$ cat config.mk
export PLATFORM = sky130hd
export DESIGN_NAME = i2c_slave_ctrl
export DESIGN_NICKNAME = d
export VERILOG_FILES = /design/src/rtl/i2c_pkg.sv /design/src/rtl/i2c_bit_counter.sv /design/src/rtl/i2c_slave_ctrl.sv
export SDC_FILE = /design/constraint.sdc
export NUM_CORES = 1
export LEC_CHECK = 0
export CORE_AREA = 2 2 56 45
export CTS_CLUSTER_SIZE = 24
export DETAILED_ROUTE_END_ITERATION = 8
export DIE_AREA = 0 0 58 47
export PLACE_DENSITY_LB_ADDON = 0.12
export RECOVER_POWER = 50
export SLEW_MARGIN = 20
export SYNTH_ARGS = -nofsm -noshare
export SYNTH_HDL_FRONTEND = slang
export SYNTH_SLANG_ARGS = --single-unit
$ cat constraint.sdc
create_clock -name clk -period 3.4 [get_ports clk]
set_input_delay 0.85 -clock clk [delete_from_list [all_inputs] [get_ports clk]]
set_output_delay 0.85 -clock clk [all_outputs]
set_load 0.01 [all_outputs]
$ cat src/rtl/i2c_pkg.sv
// Shared types for the I2C slave byte sequencer: SDA mode select, controller
// states and the default byte length.
package i2c_pkg;

   localparam int unsigned BYTE_BITS_DEF = 8;

   typedef enum logic [1:0] {
      SDA_IDLE = 2'b00,
      SDA_ACK  = 2'b01,
      SDA_NACK = 2'b10,
      SDA_TX   = 2'b11
   } sda_mode_t;

   typedef enum logic [3:0] {
      ST_IDLE,
      ST_ADDR,
      ST_ADDR_CHK,
      ST_ACK_SLOT,
      ST_NACK_SLOT,
      ST_RX_BYTE,
      ST_TX_BYTE,
      ST_MACK,
      ST_WAIT_STOP
   } ctrl_state_t;

   // SDA output selector setting implied by each controller state
   function automatic sda_mode_t mode_of(input ctrl_state_t s);
      case (s)
         ST_ACK_SLOT:  return SDA_ACK;
         ST_NACK_SLOT: return SDA_NACK;
         ST_TX_BYTE:   return SDA_TX;
         default:      return SDA_IDLE;
      endcase
   endfunction

endpackage

$ cat src/rtl/i2c_bit_counter.sv
// Saturating bit counter with synchronous clear; term_c flags a full byte.
module i2c_bit_counter #(
   parameter int unsigned BYTE_BITS = 8,
   parameter int unsigned CNT_W     = 4
) (
   input  logic             clk,
   input  logic             rst,
   input  logic             clear,
   input  logic             count_en,
   output logic [CNT_W-1:0] cnt,
   output logic             term_c
);

   assign term_c = (cnt == CNT_W'(BYTE_BITS));

   // Count enabled SCL rises, holding at BYTE_BITS instead of wrapping
   always_ff @(posedge clk) begin
      if (rst || clear) begin
         cnt <= '0;
      end else if (count_en && !term_c) begin
         cnt <= cnt + CNT_W'(1);
      end
   end

endmodule

$ cat src/rtl/i2c_slave_ctrl.sv
// I2C slave byte sequencer: START/STOP framing, address match, ACK/NACK slot
// control and Mealy strobes to the RX/TX shift registers and FIFOs.
// Optional: define I2C_GENERAL_CALL_EN to also acknowledge address byte 0x00.
module i2c_slave_ctrl
   import i2c_pkg::*;
#(
   parameter logic [6:0]  SLAVE_ADDR = 7'h3C,
   parameter int unsigned BYTE_BITS  = BYTE_BITS_DEF
) (
   input  logic       clk,
   input  logic       rst,
   input  logic       start_found,
   input  logic       stop_found,
   input  logic       scl_rise,
   input  logic       scl_fall,
   input  logic       sda_in,
   input  logic [7:0] rx_data,
   input  logic       tx_empty,
   input  logic       rx_full,
   output logic [1:0] sda_mode,
   output logic       rx_shift,
   output logic       tx_shift,
   output logic       load_data,
   output logic       tx_read,
   output logic       rx_write,
   output logic       busy
);

   localparam int unsigned CNT_W = 4;

   ctrl_state_t      state, state_nxt;
   logic             rw;
   logic             mack_nack;
   logic [CNT_W-1:0] bit_cnt;
   logic             cnt_tc;
   logic             cnt_clear;
   logic             cnt_en;
   logic             live;
   logic             rise;
   logic             fall;
   logic             addr_match;

   // SCL edges only count when no reset or framing event overrides them;
   // a fall coinciding with a rise is dropped
   assign live = !rst && !start_found && !stop_found;
   assign rise = live && scl_rise;
   assign fall = live && scl_fall && !scl_rise;

`ifdef I2C_GENERAL_CALL_EN
   assign addr_match = (rx_data[7:1] == SLAVE_ADDR) || (rx_data == 8'h00);
`else
   assign addr_match = (rx_data[7:1] == SLAVE_ADDR);
`endif

   i2c_bit_counter #(
      .BYTE_BITS (BYTE_BITS),
      .CNT_W     (CNT_W)
   ) u_bit_counter (
      .clk      (clk),
      .rst      (rst),
      .clear    (cnt_clear),
      .count_en (cnt_en),
      .cnt      (bit_cnt),
      .term_c   (cnt_tc)
   );

   // Next state, counter control and same-cycle strobes
   always_comb begin
      state_nxt = state;
      rx_shift  = 1'b0;
      tx_shift  = 1'b0;
      load_data = 1'b0;
      tx_read   = 1'b0;
      rx_write  = 1'b0;
      cnt_clear = 1'b0;
      cnt_en    = 1'b0;
      if (stop_found) begin
         state_nxt = ST_IDLE;
         cnt_clear = 1'b1;
      end else if (start_found) begin
         state_nxt = ST_ADDR;
         cnt_clear = 1'b1;
      end else begin
         unique case (state)
            ST_ADDR: begin
               if (rise) begin
                  rx_shift = 1'b1;
                  cnt_en   = 1'b1;
                  if (bit_cnt == CNT_W'(BYTE_BITS - 1)) state_nxt = ST_ADDR_CHK;
               end
            end
            ST_ADDR_CHK: begin
               cnt_clear = 1'b1;
               if (fall) state_nxt = addr_match ? ST_ACK_SLOT : ST_NACK_SLOT;
            end
            ST_ACK_SLOT: begin
               if (fall) begin
                  if (rw) begin
                     state_nxt = ST_TX_BYTE;
                     load_data = 1'b1;
                     tx_read   = !tx_empty;
                  end else begin
                     state_nxt = ST_RX_BYTE;
                  end
               end
            end
            ST_NACK_SLOT: begin
               if (fall) state_nxt = ST_WAIT_STOP;
            end
            ST_RX_BYTE: begin
               if (rise) begin
                  rx_shift = 1'b1;
                  cnt_en   = 1'b1;
               end else if (fall && cnt_tc) begin
                  cnt_clear = 1'b1;
                  if (!rx_full) begin
                     rx_write  = 1'b1;
                     state_nxt = ST_ACK_SLOT;
                  end else begin
                     state_nxt = ST_NACK_SLOT;
                  end
               end
            end
            ST_TX_BYTE: begin
               if (rise) begin
                  cnt_en = 1'b1;
               end else if (fall) begin
                  if (cnt_tc) begin
                     state_nxt = ST_MACK;
                     cnt_clear = 1'b1;
                  end else if (bit_cnt != '0) begin
                     tx_shift = 1'b1;
                  end
               end
            end
            ST_MACK: begin
               if (fall) begin
                  if (!mack_nack) begin
                     state_nxt = ST_TX_BYTE;
                     load_data = 1'b1;
                     tx_read   = !tx_empty;
                  end else begin
                     state_nxt = ST_WAIT_STOP;
                  end
               end
            end
            default: ;
         endcase
      end
   end

   // State register with registered Moore outputs and latched transfer context
   always_ff @(posedge clk) begin
      if (rst) begin
         state     <= ST_IDLE;
         sda_mode  <= 2'(SDA_IDLE);
         busy      <= 1'b0;
         rw        <= 1'b0;
         mack_nack <= 1'b0;
      end else begin
         state    <= state_nxt;
         sda_mode <= 2'(mode_of(state_nxt));
         busy     <= (state_nxt != ST_IDLE);
         if (state == ST_ADDR_CHK) rw <= rx_data[0];
         if (state == ST_MACK && rise) mack_nack <= sda_in;
      end
   end

endmodule

Word level (Yosys, flattened, before mapping)
Cells that the tools add are included.
W data, S select, Z words.
- bits in registers: 13
- bits of input ports: 17
- output and inout port bits: 8
- word-level logic and storage cells: 100
- add/subtract/negate cells: 1
- equal/unequal tests: 13
- mux-type cells: 61
- reductions and logical operators: 19
- operators with widths (operator ; number):
    $mux W4 ; 14
    $mux W1 ; 39
    $eq A4 B3 Y1 const B ; 7
    $pmux W4 S7 ; 1
    $eq A4 B2 Y1 const B ; 3
    $logic_and A1 B1 Y1 ; 8
    $reduce_bool A4 Y1 ; 2
    $eq A7 B6 Y1 const B ; 1
    $logic_not A1 Y1 ; 6
    $mux W3 ; 2
    $pmux W2 S3 ; 1
    $add A4 B1 Y4 const B ; 1
    $eq A4 B1 Y1 const B ; 1
    $eq A4 B4 Y1 const B ; 1
    $pmux W1 S2 ; 2
    $pmux W1 S3 ; 1
    $reduce_or A3 Y1 ; 1
    $mux W2 ; 1
    $reduce_or A2 Y1 ; 1
    $logic_or A1 B1 Y1 ; 1

Longest topological paths before layout
Gate-level depths: netlist (run 1).
- word-level depth: 13
- depth in mapped cells: 8
- gate-level depth less buffers: 8

Modules after synthesis
A second synthesis (run 1) with hierarchy kept.
- cells, all modules: 116
- area total of the unflattened synthesis: 953.4 µm²
- modules (own cells, without submodules) (module ; instances ; cells an instance ; area each (µm²) ; seq. area each (µm²)):
    i2c_slave_ctrl ; 1 ; 91 ; 729.4 ; 180.2
    i2c_bit_counter ; 1 ; 25 ; 224.0 ; 80.1

Worst setup path before layout (run 1)
Ideal clock, no wire load.
- kind: input -> output
- start: input rst
- end: output rx_write
- arrival time: 2013 ps
- data required time: 2550 ps
- slack: 537 ps
- cell stages on the path: 6
- buffers on the path: 2
- path through: buf_6 -> nor3_2 -> and2_1 -> buf_6 -> nand2_1 -> nor4_1
- longest elaborated chain between the ends: 11
- elaborated cells on any way between the ends: 12
- classes of those cells: 5 x mux; 7 x reduce/logical
- ends and longest elaborated chain (item ; line ; RTL):
    from (decl) ; i2c_slave_ctrl.sv:11 ; input logic rst,
    $logic_not A1 Y1 * ; i2c_slave_ctrl.sv:45 ; assign live = !rst && !start_found && !stop_found;
    $logic_and A1 B1 Y1 * (2 in series) ; i2c_slave_ctrl.sv:45 ;
    $logic_and A1 B1 Y1 (2 in series) ; i2c_slave_ctrl.sv:47 ; assign fall = live && scl_fall && !scl_rise;
    $logic_and A1 B1 Y1 ; i2c_slave_ctrl.sv:114 ; end else if (fall && cnt_tc) begin
    $mux W1 ; i2c_slave_ctrl.sv:114 ;
    $mux W1 * ; i2c_slave_ctrl.sv:111 ; if (rise) begin
    $mux W1 * ; i2c_slave_ctrl.sv:84 ; unique case (state)
    $mux W1 * ; i2c_slave_ctrl.sv:80 ; end else if (start_found) begin
    $mux W1 * ; i2c_slave_ctrl.sv:77 ; if (stop_found) begin
    to (decl) ; i2c_slave_ctrl.sv:25 ; output logic rx_write,
Every way passes the cells marked *; elsewhere a longest branch is shown, timed or not.

Final worst setup path (run 1)
- start: input rst
- end: output rx_shift
- longest elaborated chain between the ends: 8
- ends and longest elaborated chain (item ; line ; RTL):
    $logic_not A1 Y1 ; i2c_slave_ctrl.sv:45 ;
    $logic_and A1 B1 Y1 (2 in series) ; i2c_slave_ctrl.sv:45 ;
    $logic_and A1 B1 Y1 ; i2c_slave_ctrl.sv:46 ; assign rise = live && scl_rise;
    $mux W1 ; i2c_slave_ctrl.sv:86, i2c_slave_ctrl.sv:111 ;
    $mux W1 ; - ;
    $mux W1 ; i2c_slave_ctrl.sv:80 ;
    $mux W1 ; i2c_slave_ctrl.sv:77 ;
    to (decl) ; i2c_slave_ctrl.sv:21 ; output logic rx_shift,
No other way between the ends.

==> results.yml, run 1 <==
timing:
  setup_viol: 0
  finalMaxSlewViolations: 0
  period_share_pct: 97.6
  tns_ns: 0
  worst_slew_pin_slew_ns: 0.660
  fin_skew_ns: 0.00775
  slew_headroom_pct: 55.7
  final.min_clock_period_ns: 3.32
  finalHoldViolCount: 0
  hold_slack_ns: 0.548
  max_clock_freq_ghz: 0.301
clocking:
  htree_levels: 1
  cts_buffers: 3
  clk-insertion-delay-late_ns: 0.28
  cts_tree: "built"
  cts.sinks: 13
  cts_buffer_depth: 2
  root_buffer: "clkbuf_4"
  hold_buffers: 0
  clk_pin_slew_ns: 0.09
power_and_ir_drop:
  power.density_nw_per_um2: 233
  power.leakage_nw: 0.532
  peakVddDrop_v: 0.000261
logic_synthesis:
  netlist_area_um2: 1030
  synth-seq-cells: 13
  ys_types: 46
  synth_nets: 154
  synth_edf_count: 0
  synth_warnings: 0
  yosysSeqAreaShare_pct: 25.2
  synthArstFlopShare_pct: 0
  syn_area_per_cell_um2: 7.66
  synth_flop_cell: "dfxtp_1"
  netlist_instances: 135
die:
  die_area_um2: 2730
  io_pins: 25
  die_w_um: 58
  die_h_um: 47
  rows: 15
  core-area_um2: 2180
  start_util_pct: 47.5
finish:
  diodes: 0
  area_growth_pct: 31.9
  mostFrequentLayoutCells: "nor2_1 (20), clkdlybuf4s50_1 (16), dfxtp_1 (13), nand2_1 (10), buf_4 (10)"
  final_nets: 185
  layout.cells.most_common: "nor2_1"
  fillerInstances: 203
  drive_above_1_share_pct: 13.9
worst_setup_path:
  critical_path.slowest_cell: "or4b_4"
  worst-path-max-fanout: 7
  start_kind: "input port"
  crit_required_ns: 2.55
  path_cells: "clkdlybuf4s50_1 > clkbuf_1 > or4b_4 > nor2_1 > dlygate4sd2_1"
  crit_family: "buffers and inverters"
  crit_arrival_ns: 2.47
  cp_slowest_stage_delay_ns: 0.58
  path_buf_inv: 3
  worstSetupEndpointType: "primary output"
  path_class: "in2out"
drt:
  ant_nets: 0
  drt_first_pass_iters: 4
  vias: 1108
  drt-initial-drc-count: 32
  remaining_drc_errors: 0
  via_per_inst: 5.83
  wl_per_cell_um: 14.7
  wl_um: 2800
outcome:
  outcome: "completed"
placement:
  io_buffers: 24
  routabilityCongestion: 0.896
  dp_hpwl_um: 2110
global_route:
  grt_max_degree: 21
  grt_pass1_vias: 929
  grt_usage_pct: 20.8
  grt_pass1_wl_um: 4310
  antenna_found_initial: 0
  grt.overflow.total: 0
worst_hold_path:
  min_path_type: "reg2reg"
job:
  maxCapViolations: 0
layer usage:
layer	GRT usage (%)	routed length, um	vias to the layer above
li1	-	-	549
met1	29.7	1370	503
met2	32.0	1190	50
met3	2.20	192	6
met4	9.30	48	0
met5	0	0	-
sequential cells by signal (all words and copies together), names as in the netlist:
signal,flops
sda_mode,2
u_bit_counter.cnt,4
rw,1
busy,1
state,4
mack_nack,1
worst paths after layout:
check	end	cells after the start	startpoint	slack (ns)
setup / recovery	rx_shift	5	rst	0.08
hold / removal	mack_nack	2	mack_nack	0.55
hold reg to reg	mack_nack	2	mack_nack	0.55
setup reg to reg	sda_mode[0]	5	state[2]	1.09
metrics by stage:
step           utilization (%)  setup slack [ns]  instance area (um^2)  cells  power, mW
4_1_cts                   62.8            0.0251                  1370    190      0.318
5_1_grt                   62.7           -0.0267                  1370    190      0.328
3_5_place_dp              61.3            -0.153                  1330    186      0.222
3_3_place_gp              61.3            -0.125                  1330    186      0.220
6_report                  62.7            0.0818                  1370    190      0.318
2_1_floorplan                -             0.537                  1030    135      0.189
worst reg2reg max path, stage by stage, from the launching register on:
cell and delay (ns):
dfxtp_1 0.52, or4b_1 0.72, nor3_1 0.33, o32a_1 0.26, o31a_1 0.21, mux2i_1 0.19
kinds of logic after synthesis:
logic type	after synthesis	share of synthesized area, %
AND/OR/NAND/NOR	70	39.4
AO/OA/AOI/OAI	28	18.4
buffers and inverters	14	7.50
XOR/XNOR	5	4.23
multiplexers	3	2.90
flip-flops	13	25.2
adder cells (fa/ha/maj)	2	2.42
cell type report:
class	instances	area (um^2)	area share [%]
Inverter	4	15.0	1.10
Sequential cell	13	260	19.1
Timing Repair Buffer	36	324	23.7
Multi-Input combinational cell	108	708	51.9
Clock buffer	4	26.3	1.92
Tap cell	25	31.3	2.29
power by group:
| part | leakage [nW] | internal, mW | switching (mW) | total, mW |
|---|---|---|---|---|
| clock | 0.0150 | 0.0455 | 0.0536 | 0.0991 |
| sequential | 0.105 | 0.154 | 0.00162 | 0.156 |
| combinational | 0.412 | 0.0353 | 0.0280 | 0.0633 |
cells in the mapped netlist, drive strengths merged, types with 2 or more instances:
master / n / area (um^2)
nand4b: 2 / 17.5
a31oi: 2 / 12.5
xor2: 3 / 26.3
nor3: 7 / 45.0
ha: 2 / 25.0
mux2i: 3 / 30.0
or4b: 2 / 23.8
nor3b: 2 / 15.0
xnor2: 2 / 17.5
o21bai: 2 / 15.0
nor4: 4 / 31.3
clkbuf: 3 / 11.3
o21ai: 5 / 25.0
a21oi: 7 / 35.0
and2: 2 / 12.5
nand3b: 3 / 22.5
nand2: 11 / 41.3
nor2: 20 / 75.1
nor4bb: 2 / 20.0
inv: 4 / 15.0
o211ai: 2 / 15.0
dfxtp: 13 / 260
nand3: 4 / 20.0
or3b: 2 / 17.5
buf: 7 / 51.3
nand2b: 3 / 18.8
o31ai: 3 / 22.5
timing repair:
item                       CTS  global route
buffers inserted             0             0
pin swaps                    1             1
setup endpoints to repair    5             2
resized for setup            6             3
(Power assumes the default switching activity.)
==> inputs of run 2 (changes only) <==
--- a/config.mk
+++ b/config.mk
@@ -9,7 +9,7 @@
 export CTS_CLUSTER_SIZE = 24
 export DETAILED_ROUTE_END_ITERATION = 8
 export DIE_AREA = 0 0 58 47
-export PLACE_DENSITY_LB_ADDON = 0.12
+export PLACE_DENSITY = 0.85
 export RECOVER_POWER = 50
 export SLEW_MARGIN = 20
 export SYNTH_ARGS = -nofsm -noshare
==> results.yml, run 2 (same netlist as run 1, synthesis figures left out) <==
outcome:
  outcome: "completed"
worst_hold_path:
  min_to: "mack_nack"
  hold_start: "mack_nack"
  min_path_type: "reg2reg"
  holdPathStages: 2
finish:
  final_nets: 186
  regArea_um2: 260
  drive_above_1_share_pct: 15.1
  postLayoutCoreUtil_pct: 62.8
  reg_top3: "state (4), u_bit_counter.cnt (4), sda_mode (2)"
  mostFrequentLayoutCells: "nor2_1 (20), clkdlybuf4s50_1 (17), dfxtp_1 (13), buf_4 (12), nand2_1 (10)"
  diodes: 0
  fillerInstances: 201
  final_area_um2: 1370
  area_growth_pct: 32.0
  instances_no_fill: 191
  layout.cells.most_common: "nor2_1"
  multi_input_area_um2: 704
timing:
  final.min_clock_period_ns: 3.31
  finalMaxSlewViolations: 0
  period_share_pct: 97.4
  tns_ns: 0
  slew_headroom_pct: 54.9
  setup_viol: 0
  hold_slack_ns: 0.540
  fin_skew_ns: 0.00344
  finalHoldViolCount: 0
  worst_slew_pin_slew_ns: 0.676
  max_clock_freq_ghz: 0.302
  setup_ws_ns: 0.0886
  grt_setup_unrepaired: "no"
placement:
  io_buffers: 24
  routabilityCongestion: 0.878
  postPlaceCellArea_um2: 1330
  dp_cells: 186
  post-place-ws_ns: -0.201
  dp_hpwl_um: 2100
worst_setup_path:
  r2r-end: "sda_mode[0]"
  r2r_cells: 5
  critical_path.slowest_cell: "clkdlybuf4s50_1"
  path_cells: "clkdlybuf4s50_1 > nor3_4 > nand2_2 > nor3_1 > clkdlybuf4s50_1"
  path_class: "in2out"
  crit_required_ns: 2.55
  cp_slowest_stage_delay_ns: 0.56
  crit_family: "buffers and inverters"
  cpMostUsedCell: "clkdlybuf4s50_1"
  worst-path-max-fanout: 6
  rrSetupSlack_ns: 1.08
  path_buf_inv: 2
  crit_arrival_ns: 2.46
  start_kind: "input port"
  r2r_start: "state[2]"
  worstSetupEndpointType: "primary output"
power_and_ir_drop:
  total_power_uw: 317
  peakVddDrop_v: 0.000231
  power.density_nw_per_um2: 232
  power.leakage_nw: 0.518
global_route:
  grt_pass1_wl_um: 4450
  grt.overflow.total: 0
  grt_max_degree: 21
  grt_usage_pct: 21.4
  antenna_found_initial: 0
  grt_pass1_vias: 1060
clocking:
  htree_levels: 1
  cts.sinks: 13
  clk_pin_slew_ns: 0.08
  clk-insertion-delay-late_ns: 0.27
  root_buffer: "clkbuf_4"
  cts_buffers: 3
  hold_buffers: 0
  cts_tree: "built"
  cts_buffer_depth: 2
job:
  maxCapViolations: 0
drt:
  drt_first_pass_iters: 4
  wl_um: 2740
  ant_nets: 0
  wl_per_cell_um: 14.4
  drt-initial-drc-count: 50
  via_per_inst: 6.15
  remaining_drc_errors: 0
  vias: 1174
die:
  rows: 15
  die_w_um: 58
  start_util_pct: 47.5
  core-area_um2: 2180
  io_pins: 25
  die_h_um: 47
  die_area_um2: 2730
run 2: worst register-to-register path: stages, from the launching register on:
cell	delay, ns
dfxtp_1	0.53
or4b_1	0.72
nor3_1	0.33
o32a_1	0.26
o31a_1	0.23
mux2i_1	0.19
run 2: final cells by class:
class	count	area share, %
timing repair buffer	37	24.1
inverter	4	1.10
multi-input combinational	108	51.6
tap	25	2.29
clock buffer	4	1.92
sequential	13	19.0
run 2: worst max-delay path by stage:
stage | end | cells after the start | startpoint | slack [ns]
floorplan | rx_write | 6 | rst | 0.54
global placement | rx_write | 6 | rst | -0.13
detailed placement | rx_write | 6 | rst | -0.20
CTS | load_data | 5 | stop_found | 0.04
global route | tx_shift | 5 | rst | 0.02
finish | tx_shift | 5 | rst | 0.09
run 2: per-layer routing:
| metal | GRT usage [%] | part of all wire [%] |
|---|---|---|
| met1 | 26.6 | 41 |
| met2 | 38.2 | 47 |
| met3 | 4.41 | 9.3 |
| met4 | 6.98 | 2.4 |
| met5 | 0 | 0 |
run 2: power breakdown:
part,total [mW],switching (mW),leakage [nW],internal [mW]
registers,0.156,0.00188,0.105,0.154
clock network,0.0960,0.0506,0.0150,0.0454
logic,0.0648,0.0286,0.398,0.0362
total,0.317,0.0810,0.518,0.236
run 2: repair_timing:
action                     in CTS  in global routing
gates resized for setup         6                  4
cloned                          0                  0
buffers inserted                1                  0
setup endpoints to repair       5                  2
pin swaps                       1                  1
==> inputs of run 3 (changes only) <==
--- a/config.mk
+++ b/config.mk
@@ -5,13 +5,12 @@
 export SDC_FILE = /design/constraint.sdc
 export NUM_CORES = 1
 export LEC_CHECK = 0
-export CORE_AREA = 2 2 56 45
+export CORE_AREA = 2 2 55 44
 export CTS_CLUSTER_SIZE = 24
 export DETAILED_ROUTE_END_ITERATION = 8
-export DIE_AREA = 0 0 58 47
-export PLACE_DENSITY = 0.85
+export DIE_AREA = 0 0 57 46
+export PLACE_DENSITY = 0.88
 export RECOVER_POWER = 50
-export SLEW_MARGIN = 20
 export SYNTH_ARGS = -nofsm -noshare
 export SYNTH_HDL_FRONTEND = slang
 export SYNTH_SLANG_ARGS = --single-unit
==> results.yml, run 3 (same netlist as run 1, synthesis figures left out) <==
global_route:
  grt_pass1_vias: 1064
  grt.overflow.total: 0
  grt_pass1_wl_um: 4850
  grt_usage_pct: 24.4
  antenna_found_initial: 0
  grt_max_degree: 21
drt:
  remaining_drc_errors: 0
  vias: 1171
  wl_um: 3000
  drt_first_pass_iters: 4
  ant_nets: 0
  drt-initial-drc-count: 69
  wl_per_cell_um: 15.6
  via_per_inst: 6.10
finish:
  final_nets: 187
  final_area_um2: 1390
  layout.cells.most_common: "nor2_1"
  fillerInstances: 182
  mostFrequentLayoutCells: "nor2_1 (20), clkdlybuf4s50_1 (16), buf_4 (14), dfxtp_1 (13), nand2_1 (10)"
  postLayoutCoreUtil_pct: 65.0
  instances_no_fill: 192
  regArea_um2: 260
  reg_top3: "state (4), u_bit_counter.cnt (4), sda_mode (2)"
  area_growth_pct: 34.5
  diodes: 0
  drive_above_1_share_pct: 16.2
  multi_input_area_um2: 712
job:
  maxCapViolations: 0
timing:
  period_share_pct: 98.0
  hold_slack_ns: 0.560
  fin_skew_ns: 0.00513
  worst_slew_pin_slew_ns: 0.631
  slew_headroom_pct: 57.9
  setup_ws_ns: 0.0670
  setup_viol: 0
  tns_ns: 0
  max_clock_freq_ghz: 0.300
  finalHoldViolCount: 0
  final.min_clock_period_ns: 3.33
  finalMaxSlewViolations: 0
worst_setup_path:
  r2r-end: "sda_mode[0]"
  worst-path-max-fanout: 4
  r2r_start: "state[2]"
  crit_required_ns: 2.55
  critical_path.slowest_cell: "clkdlybuf4s50_1"
  start_kind: "input port"
  crit_family: "simple AND/OR/NAND/NOR gates"
  crit_arrival_ns: 2.48
  path_cells: "clkdlybuf4s50_1 > nor3_4 > and2_1 > nand2_1 > nor4_2 > dlygate4sd2_1"
  r2r_cells: 5
  cp_slowest_stage_delay_ns: 0.47
  worstSetupEndpointType: "primary output"
  rrSetupSlack_ns: 1.13
  path_buf_inv: 2
  path_class: "in2out"
worst_hold_path:
  holdPathStages: 2
  min_to: "u_bit_counter.cnt[1]"
  hold_start: "u_bit_counter.cnt[1]"
  min_path_type: "reg2reg"
die:
  die_area_um2: 2620
  start_util_pct: 48.4
  die_h_um: 46
  die_w_um: 57
  rows: 15
  core-area_um2: 2140
  io_pins: 25
power_and_ir_drop:
  power.leakage_nw: 0.547
  peakVddDrop_v: 0.000208
  total_power_uw: 319
  power.density_nw_per_um2: 230
placement:
  dp_cells: 187
  dp_hpwl_um: 2260
  routabilityCongestion: 0.925
  io_buffers: 24
  postPlaceCellArea_um2: 1340
  post-place-ws_ns: -0.215
clocking:
  htree_levels: 1
  cts.sinks: 13
  root_buffer: "clkbuf_4"
  clk_pin_slew_ns: 0.08
  cts_buffer_depth: 2
  cts_tree: "built"
  cts_buffers: 3
  clk-insertion-delay-late_ns: 0.28
outcome:
  outcome: "completed"
-- run 3: cell types whose count changed in the layout (fill, tap and decap cells not counted), sizes merged --
cell	previous run	this run
buf	12	14
dlymetal6s2s	1	2
clkbuf	6	4
clkdlybuf4s50	17	16
dlygate4sd2	2	3
-- run 3: tightest hold or removal path, delay by kind of cell (launching register included) --
family	cells	cell delay, ns
and+or+nand+nor	1	0.05
muxes	1	0.13
DFF	1	0.34
-- run 3: worst max-delay path by stage --
stage / to / slack [ns] / startpoint / cells past startpoint
CTS: tx_shift / 0.02 / stop_found / 5
global route: rx_write / -0.02 / rst / 6
finish: rx_write / 0.07 / rst / 6
global placement: rx_write / -0.10 / rst / 6
floorplan: rx_write / 0.54 / rst / 6
detailed placement: rx_write / -0.22 / rst / 6
-- run 3: per-layer routing --
layer	GRT usage [%]	wire length (um)
met5	0	0
met4	9.77	76
met2	45.7	1460
met3	5.11	245
met1	27.5	1220
-- run 3: area by class of cell --
class,instances,share of cell area (%)
repair buffers,38,24.9
flip-flops and latches,13,18.7
well taps,25,2.25
clock buffers,4,1.89
inverters,4,1.08
multi-input cells,108,51.2
-- run 3: repair_timing --
action | in CTS | in global routing
hold buffers | 0 | 0
pin swaps | 1 | 1
buffers inserted | 0 | 1
endpoints found under the setup margin | 4 | 3
resized for setup | 5 | 3
-- run 3: where the power goes --
part           switching (mW)  internal [mW]
clock network          0.0512         0.0455
logic                  0.0299         0.0368
registers             0.00164          0.154
total                  0.0827          0.237
